## src/rtl/gray_codec_pkg.sv

```systemverilog
`default_nettype none
// ============================================================================
//  gray_codec_pkg : mode encodings, chunk sizing and reference conversions
//  Revision: 1.0
// ============================================================================
package gray_codec_pkg;

    localparam logic MODE_B2G = 1'b0;
    localparam logic MODE_G2B = 1'b1;

    // Number of Gray->binary bits each stage resolves.
    function automatic int chunk_bits(input int width, input int stages);
        return (width + stages - 1) / stages;
    endfunction

    function automatic logic [63:0] bin2gray_f(input logic [63:0] b);
        return b ^ (b >> 1);
    endfunction

    function automatic logic [63:0] gray2bin_f(input logic [63:0] g);
        logic [63:0] b;
        b[63] = g[63];
        for (int i = 62; i >= 0; i--) begin
            b[i] = b[i+1] ^ g[i];
        end
        return b;
    endfunction

endpackage
`default_nettype wire

```

## src/rtl/gray_codec_if.sv

```systemverilog
`default_nettype none
// ============================================================================
//  gray_codec_if : producer/consumer handshake bundle of the Gray codec
//  Revision: 1.0
// ============================================================================
interface gray_codec_if #(
    parameter int WIDTH = 8
);
    logic             strobe;
    logic             in_ready;
    logic             in_mode;
    logic [WIDTH-1:0] in_data;
    logic             out_valid;
    logic             out_ready;
    logic             out_mode;
    logic [WIDTH-1:0] out_data;

    modport master (
        output strobe, in_mode, in_data, out_ready,
        input  in_ready, out_valid, out_mode, out_data
    );

    modport slave (
        input  strobe, in_mode, in_data, out_ready,
        output in_ready, out_valid, out_mode, out_data
    );
endinterface
`default_nettype wire

```

## src/rtl/gray_codec_stage.sv

```systemverilog
`default_nettype none
// ============================================================================
//  gray_codec_stage : one elastic pipeline stage of the Gray codec
//  Revision: 1.0
// ============================================================================
module gray_codec_stage
    import gray_codec_pkg::*;
#(
    parameter int WIDTH     = 8,
    parameter int STAGES    = 2,
    parameter int STAGE_IDX = 1
) (
    input  wire logic             clk,
    input  wire logic             rst_n,
    input  wire logic             in_valid,
    output logic                  in_ready,
    input  wire logic             in_mode,
    input  wire logic [WIDTH-1:0] in_data,
    output logic                  out_valid,
    input  wire logic             out_ready,
    output logic                  out_mode,
    output logic [WIDTH-1:0]      out_data
);

    localparam int c_chunk  = chunk_bits(WIDTH, STAGES);
    localparam int c_hi     = WIDTH - 1 - (STAGE_IDX - 1) * c_chunk;
    localparam int c_lo_raw = WIDTH - STAGE_IDX * c_chunk;
    localparam int c_lo     = (c_lo_raw < 0) ? 0 : c_lo_raw;

    logic             r_valid;
    logic             r_mode;
    logic [WIDTH-1:0] r_data;
    logic [WIDTH-1:0] w_next;
    logic             w_load;

    // Data word: bits above this stage's window are already binary, bits
    // below are still raw Gray; bit i+1 is therefore the carry for bit i.
    always_comb begin
        w_next = in_data;
        if (in_mode == MODE_B2G) begin
            if (STAGE_IDX == 1) begin
                w_next = in_data ^ (in_data >> 1);
            end
        end else begin
            for (int i = WIDTH - 2; i >= 0; i--) begin
                if (i <= c_hi && i >= c_lo) begin
                    w_next[i] = in_data[i] ^ w_next[i+1];
                end
            end
        end
    end

    assign in_ready = !r_valid || out_ready;
    assign w_load   = in_valid && in_ready;

    always_ff @(posedge clk or negedge rst_n) begin
        if (!rst_n) begin
            r_valid <= 1'b0;
            r_mode  <= 1'b0;
            r_data  <= '0;
        end else if (w_load) begin
            r_valid <= 1'b1;
            r_mode  <= in_mode;
            r_data  <= w_next;
        end else if (out_ready) begin
            r_valid <= 1'b0;
        end
    end

    assign out_valid = r_valid;
    assign out_mode  = r_mode;
    assign out_data  = r_data;

endmodule
`default_nettype wire

```

## src/rtl/gray_codec.sv

```systemverilog
`default_nettype none
// ============================================================================
//  gray_codec : pipelined binary<->Gray converter with valid/ready handshake
//  Revision: 1.0
// ============================================================================
module gray_codec #(
    parameter int WIDTH  = 8,
    parameter int STAGES = 2
) (
    input  wire logic   clk,
    input  wire logic   rst_n,
    gray_codec_if.slave bus
);

    // Each generate block owns its link signals so the ready chain runs
    // through distinct nets from the output back to in_ready.
    for (genvar k = 0; k < STAGES; k++) begin : g_stage
        logic             w_in_valid;
        logic             w_in_ready;
        logic             w_in_mode;
        logic [WIDTH-1:0] w_in_data;
        logic             w_out_valid;
        logic             w_out_ready;
        logic             w_out_mode;
        logic [WIDTH-1:0] w_out_data;

        if (k == 0) begin : g_head
            assign w_in_valid   = bus.strobe;
            assign w_in_mode    = bus.in_mode;
            assign w_in_data    = bus.in_data;
            assign bus.in_ready = w_in_ready;
        end else begin : g_link
            assign w_in_valid = g_stage[k-1].w_out_valid;
            assign w_in_mode  = g_stage[k-1].w_out_mode;
            assign w_in_data  = g_stage[k-1].w_out_data;
        end

        if (k == STAGES - 1) begin : g_tail
            assign w_out_ready   = bus.out_ready;
            assign bus.out_valid = w_out_valid;
            assign bus.out_mode  = w_out_mode;
            assign bus.out_data  = w_out_data;
        end else begin : g_fwd
            assign w_out_ready = g_stage[k+1].w_in_ready;
        end

        gray_codec_stage #(
            .WIDTH     (WIDTH),
            .STAGES    (STAGES),
            .STAGE_IDX (k + 1)
        ) u_stage (
            .clk       (clk),
            .rst_n     (rst_n),
            .in_valid  (w_in_valid),
            .in_ready  (w_in_ready),
            .in_mode   (w_in_mode),
            .in_data   (w_in_data),
            .out_valid (w_out_valid),
            .out_ready (w_out_ready),
            .out_mode  (w_out_mode),
            .out_data  (w_out_data)
        );
    end

endmodule
`default_nettype wire
```

## src/flat_wrapper.sv

```systemverilog
// flat-port wrapper written by rule: the top's interface ports become plain ports
module gray_codec_flat 
#(
    parameter int WIDTH  = 8,
    parameter int STAGES = 2
)
  (clk, rst_n, bus_strobe, bus_in_mode, bus_in_data, bus_out_ready, bus_in_ready, bus_out_valid, bus_out_mode, bus_out_data);
  gray_codec_if #(.WIDTH(WIDTH)) bus_i ();
  input  wire logic clk;
  input  wire logic rst_n;
  input wire logic [$bits(bus_i.strobe)-1:0] bus_strobe;
  input wire logic [$bits(bus_i.in_mode)-1:0] bus_in_mode;
  input wire logic [$bits(bus_i.in_data)-1:0] bus_in_data;
  input wire logic [$bits(bus_i.out_ready)-1:0] bus_out_ready;
  output wire logic [$bits(bus_i.in_ready)-1:0] bus_in_ready;
  output wire logic [$bits(bus_i.out_valid)-1:0] bus_out_valid;
  output wire logic [$bits(bus_i.out_mode)-1:0] bus_out_mode;
  output wire logic [$bits(bus_i.out_data)-1:0] bus_out_data;
  assign bus_i.strobe = bus_strobe;
  assign bus_i.in_mode = bus_in_mode;
  assign bus_i.in_data = bus_in_data;
  assign bus_i.out_ready = bus_out_ready;
  assign bus_in_ready = bus_i.in_ready;
  assign bus_out_valid = bus_i.out_valid;
  assign bus_out_mode = bus_i.out_mode;
  assign bus_out_data = bus_i.out_data;
  gray_codec #(.WIDTH(WIDTH), .STAGES(STAGES)) u_core (.clk(clk), .rst_n(rst_n), .bus(bus_i));
endmodule
```

## config.mk

```make
export PLATFORM = sky130hd
export DESIGN_NAME = gray_codec_flat
export DESIGN_NICKNAME = d
export VERILOG_FILES = /design/src/rtl/gray_codec_pkg.sv /design/src/rtl/gray_codec_if.sv /design/src/rtl/gray_codec_stage.sv /design/src/rtl/gray_codec.sv /design/src/flat_wrapper.sv
export SDC_FILE = /design/constraint.sdc
export NUM_CORES = 1
export LEC_CHECK = 0
export CAP_MARGIN = 20
export CORE_ASPECT_RATIO = 1.1
export CORE_MARGIN = 1
export CORE_UTILIZATION = 47
export DETAILED_ROUTE_END_ITERATION = 7
export GPL_ROUTABILITY_DRIVEN = 1
export PLACE_DENSITY = 0.82
export SLEW_MARGIN = 20
export SYNTH_ARGS = -nofsm -noshare
export SYNTH_HDL_FRONTEND = slang
export SYNTH_SLANG_ARGS = --single-unit
```

## constraint.sdc

```tcl
create_clock -name clk -period 1.78 [get_ports clk]
set_clock_uncertainty 0.1 [all_clocks]
set_input_delay 0.267 -clock clk [delete_from_list [all_inputs] [get_ports clk]]
set_output_delay 0.267 -clock clk [all_outputs]
set_load 0.01 [all_outputs]
```

==> metrics.csv <==
metric;value;unit
vdd_drop_max;0.6282;mV
synth_commonest_cells;20 x sky130_fd_sc_hd__dfrtp_1, 15 x sky130_fd_sc_hd__nand2_1, 9 x sky130_fd_sc_hd__o21ai_0, 9 x sky130_fd_sc_hd__xnor2_1, 8 x sky130_fd_sc_hd__mux2_2;
timing.final.setup_violations;0;
floorplan.io_pins;24;
globalRouteOverflowTotal;0;
area_growth_syn_to_layout;37.62;%
worstSetupEndpoint;u_core.g_stage[1].u_stage.out_data[0];
antenna_cells;0;
switching_power;0.4188;mW
buffer_ports.inserted;23;
cellPowerDensity;1107;nW/µm²
drtPass1Iterations;4;
p_total;1.423;mW
postSynthAreaPerCell;11.26;µm²
remaining_antenna_violation_count_after_routing;0;
dp.final_hpwl;1280;µm
cts_htree_levels;1;
grtUsageMet1;0.2407;
number_of_global_route_vias_before_repair;637;
postSynth.asyncResetShare;1.000;
startpoint;u_core.g_stage[0].u_stage.out_data[4];
pwr-share-seq;0.447;
setup_slack_on_the_worst_flop_to_flop_path;0.06;ns
die_y;48.77;µm
dpl_cell_area;1236;µm²
die_width;44.52;µm
cts_buffers;3;
grt_setup_unrepaired;no;
synth_enable_flop_cells;0;
synth_most_common_cell;sky130_fd_sc_hd__dfrtp_1;
crit_arrival;1.82;ns
vias;670;
std_cell_rows;16;
cp-start-kind;flip-flop;
intPower;1.005;mW
required;1.88;ns
routabilityCongestion;0.7647;
seqCellArea;500.5;µm²
met2_usage;0.2966;
timing.final.max_slew_violations;0;
initial_core_util;0.5130;
total_leakage_power;0.5481;nW
die_area;2171;µm²
warning_count_from_the_yosys_run;0;
design.core.area;1822;µm²
grt_first_pass_wirelength;2967;µm
critical_path_class;reg2reg;
worst_setup_hold_path_clk_slew;0.11;ns
postCtsHoldBufs;0;
worst_slew_margin_rel;0.7857;
grt_start_max_net_pins;21;
post_route_setup_slack;0.05779;ns
p_clk_frac;0.183;
finalWorstPathRequiredPeriod;1.722;ns
outcome;complete, no violations;
drive_above_1_share;0.1826;
fmax;580.6;MHz
r2r_end;u_core.g_stage[1].u_stage.out_data[0];
worst_setup_path_end_kind;flip-flop;
pre_cts_slack;-0.02607;ns
multi_input_comb_area;434.2;µm²
finalWirelength;1690;µm
vias_per_cell;4.718;
clock_insertion_delay_worst_skew;0.30;ns
grt_antenna_before_repair;0;
hold-worst-slack;0.1932;ns
synthesis.area;934.6;µm²
worst_max_slew_pin_slew;0.3206;ns
remaining_drc_errors;0;
synthDistinctLibCells;17;
globalRouteTotalUtil;0.1910;
worstHoldPathType;in2async;
crit-reg2reg-launch;u_core.g_stage[0].u_stage.out_data[4];
yosys_most_used_dff;sky130_fd_sc_hd__dfrtp_1;
r2r.worst_path.cells;4;
share_comb_of_total_power;0.369;
synth.top_cell.area_share;0.5355;
crit_path_max_fanout;2;
synth.largest_area_cell;sky130_fd_sc_hd__dfrtp_1;
clkSinkCount;20;
n_fill_cell;140;
fin_area;1286;µm²
maxCapViolCount;0;
synthesis.nets;96;
synthTopCellsByArea;sky130_fd_sc_hd__dfrtp_1 54%, sky130_fd_sc_hd__mux2_2 9.6%, sky130_fd_sc_hd__xnor2_1 8.4%, sky130_fd_sc_hd__nand2_1 6.0%, sky130_fd_sc_hd__o21ai_0 4.8%;
period_share;0.9675;
finalNetCount;129;
wire_per_inst;11.90;µm
postSynthRegisterBits;20;
final_hold_vio_count;0;
clk_root_buffer_cell;sky130_fd_sc_hd__clkbuf_4;
cts.path.max_buffers;2;
grt.met3_usage;0.03333;
top_usage_layer;met2;
syn_inst;83;
p_sw_frac;0.2942;
ys_seq_area_frac;0.5355;
dr.first_iter.drc_count;3;
clock_tree_from_tritoncts;yes;
setup-tns-final;0;ns
==> routing by layer <==
layer / share of wire / vias up
met5: 0 / -
met1: 0.43 / 305
met4: 0.036 / 0
li1: - / 339
met3: 0.037 / 6
met2: 0.50 / 20
==> critical path, stage by stage, from the launching register on <==
cell	delay (ns)
sky130_fd_sc_hd__dfrtp_1	0.39
sky130_fd_sc_hd__xor3_2	0.49
sky130_fd_sc_hd__xor2_2	0.18
sky130_fd_sc_hd__and2_1	0.17
sky130_fd_sc_hd__a221o_1	0.29
==> cell families after synthesis <==
logic type,after synthesis,share of synthesized area
muxes,8,0.09639
DFF,20,0.5355
and+or+nand+nor,27,0.1379
buffers and inverters,2,0.008024
AOI/OAI and AO/OA,11,0.06425
xor gates and xnor gates,15,0.1580
==> power groups by stage <==
stage               Sequential, mW  Combinational, mW  Clock, mW
detailed placement           0.649              0.501          0
floorplan                    0.674              0.218          0
global placement             0.640              0.478          0
CTS                          0.637              0.524      0.265
global route                 0.649              0.570      0.287
finish                       0.637              0.526      0.261
==> state kept, by name, indices dropped and copies added (netlist names) <==
| register | flops |
|---|---|
| u_core.g_stage.u_stage.out_data | 16 |
| u_core.g_stage.u_stage.out_mode | 2 |
| u_core.g_stage.u_stage.out_valid | 2 |
==> stage by stage <==
step / instances / utilization
after floorplan: 83 / -
after global placement: 137 / 0.6786
after detailed placement: 137 / 0.6786
after CTS: 142 / 0.7019
after global routing: 142 / 0.7060
final: 142 / 0.7060
==> repair_timing <==
action                     4_1_cts  5_1_grt
resized for setup                1        1
setup endpoints to repair        2        1
buffers inserted                 1        0
==> how the worst min path moves through the flow <==
stage | startpoint | endpoint | slack, ns | cells after the start
after floorplan | rst_n | u_core.g_stage[0].u_stage.out_data[0] | -0.13 | 0
after global placement | u_core.g_stage[1].u_stage.out_data[1] | u_core.g_stage[1].u_stage.out_data[1] | 0.36 | 2
after detailed placement | u_core.g_stage[0].u_stage.out_data[5] | u_core.g_stage[0].u_stage.out_data[5] | 0.37 | 2
after CTS | rst_n | u_core.g_stage[1].u_stage.out_mode | 0.20 | 2
after global routing | rst_n | u_core.g_stage[1].u_stage.out_data[0] | 0.19 | 2
final | rst_n | u_core.g_stage[1].u_stage.out_data[0] | 0.19 | 2
==> placed cells by master (no fill, tap or decap) <==
cell type                         instances
sky130_fd_sc_hd__nand3_1                  1
sky130_fd_sc_hd__xor2_1                   4
sky130_fd_sc_hd__o21ai_0                  9
sky130_fd_sc_hd__buf_4                    7
sky130_fd_sc_hd__nand3b_1                 1
sky130_fd_sc_hd__clkbuf_4                 3
sky130_fd_sc_hd__a221o_1                  1
sky130_fd_sc_hd__dlygate4sd2_1            1
sky130_fd_sc_hd__clkbuf_8                 1
sky130_fd_sc_hd__xor3_2                   1
sky130_fd_sc_hd__and2_1                   1
sky130_fd_sc_hd__xnor2_1                  9
sky130_fd_sc_hd__xor2_2                   1
sky130_fd_sc_hd__clkdlybuf4s50_1         22
sky130_fd_sc_hd__nor2b_1                  5
sky130_fd_sc_hd__dfrtp_1                 20
sky130_fd_sc_hd__a21oi_1                  1
sky130_fd_sc_hd__nor2_1                   1
sky130_fd_sc_hd__mux2_2                   8
sky130_fd_sc_hd__nand2_1                 15
sky130_fd_sc_hd__nand2b_1                 3
==> cell type report <==
| class | instances | share of cell area |
|---|---|---|
| tap | 27 | 0.02626 |
| sequential | 20 | 0.3891 |
| timing repair buffer | 30 | 0.2189 |
| clock buffer | 4 | 0.02821 |
| multi-input combinational | 61 | 0.3375 |
(Power assumes the default switching activity.)
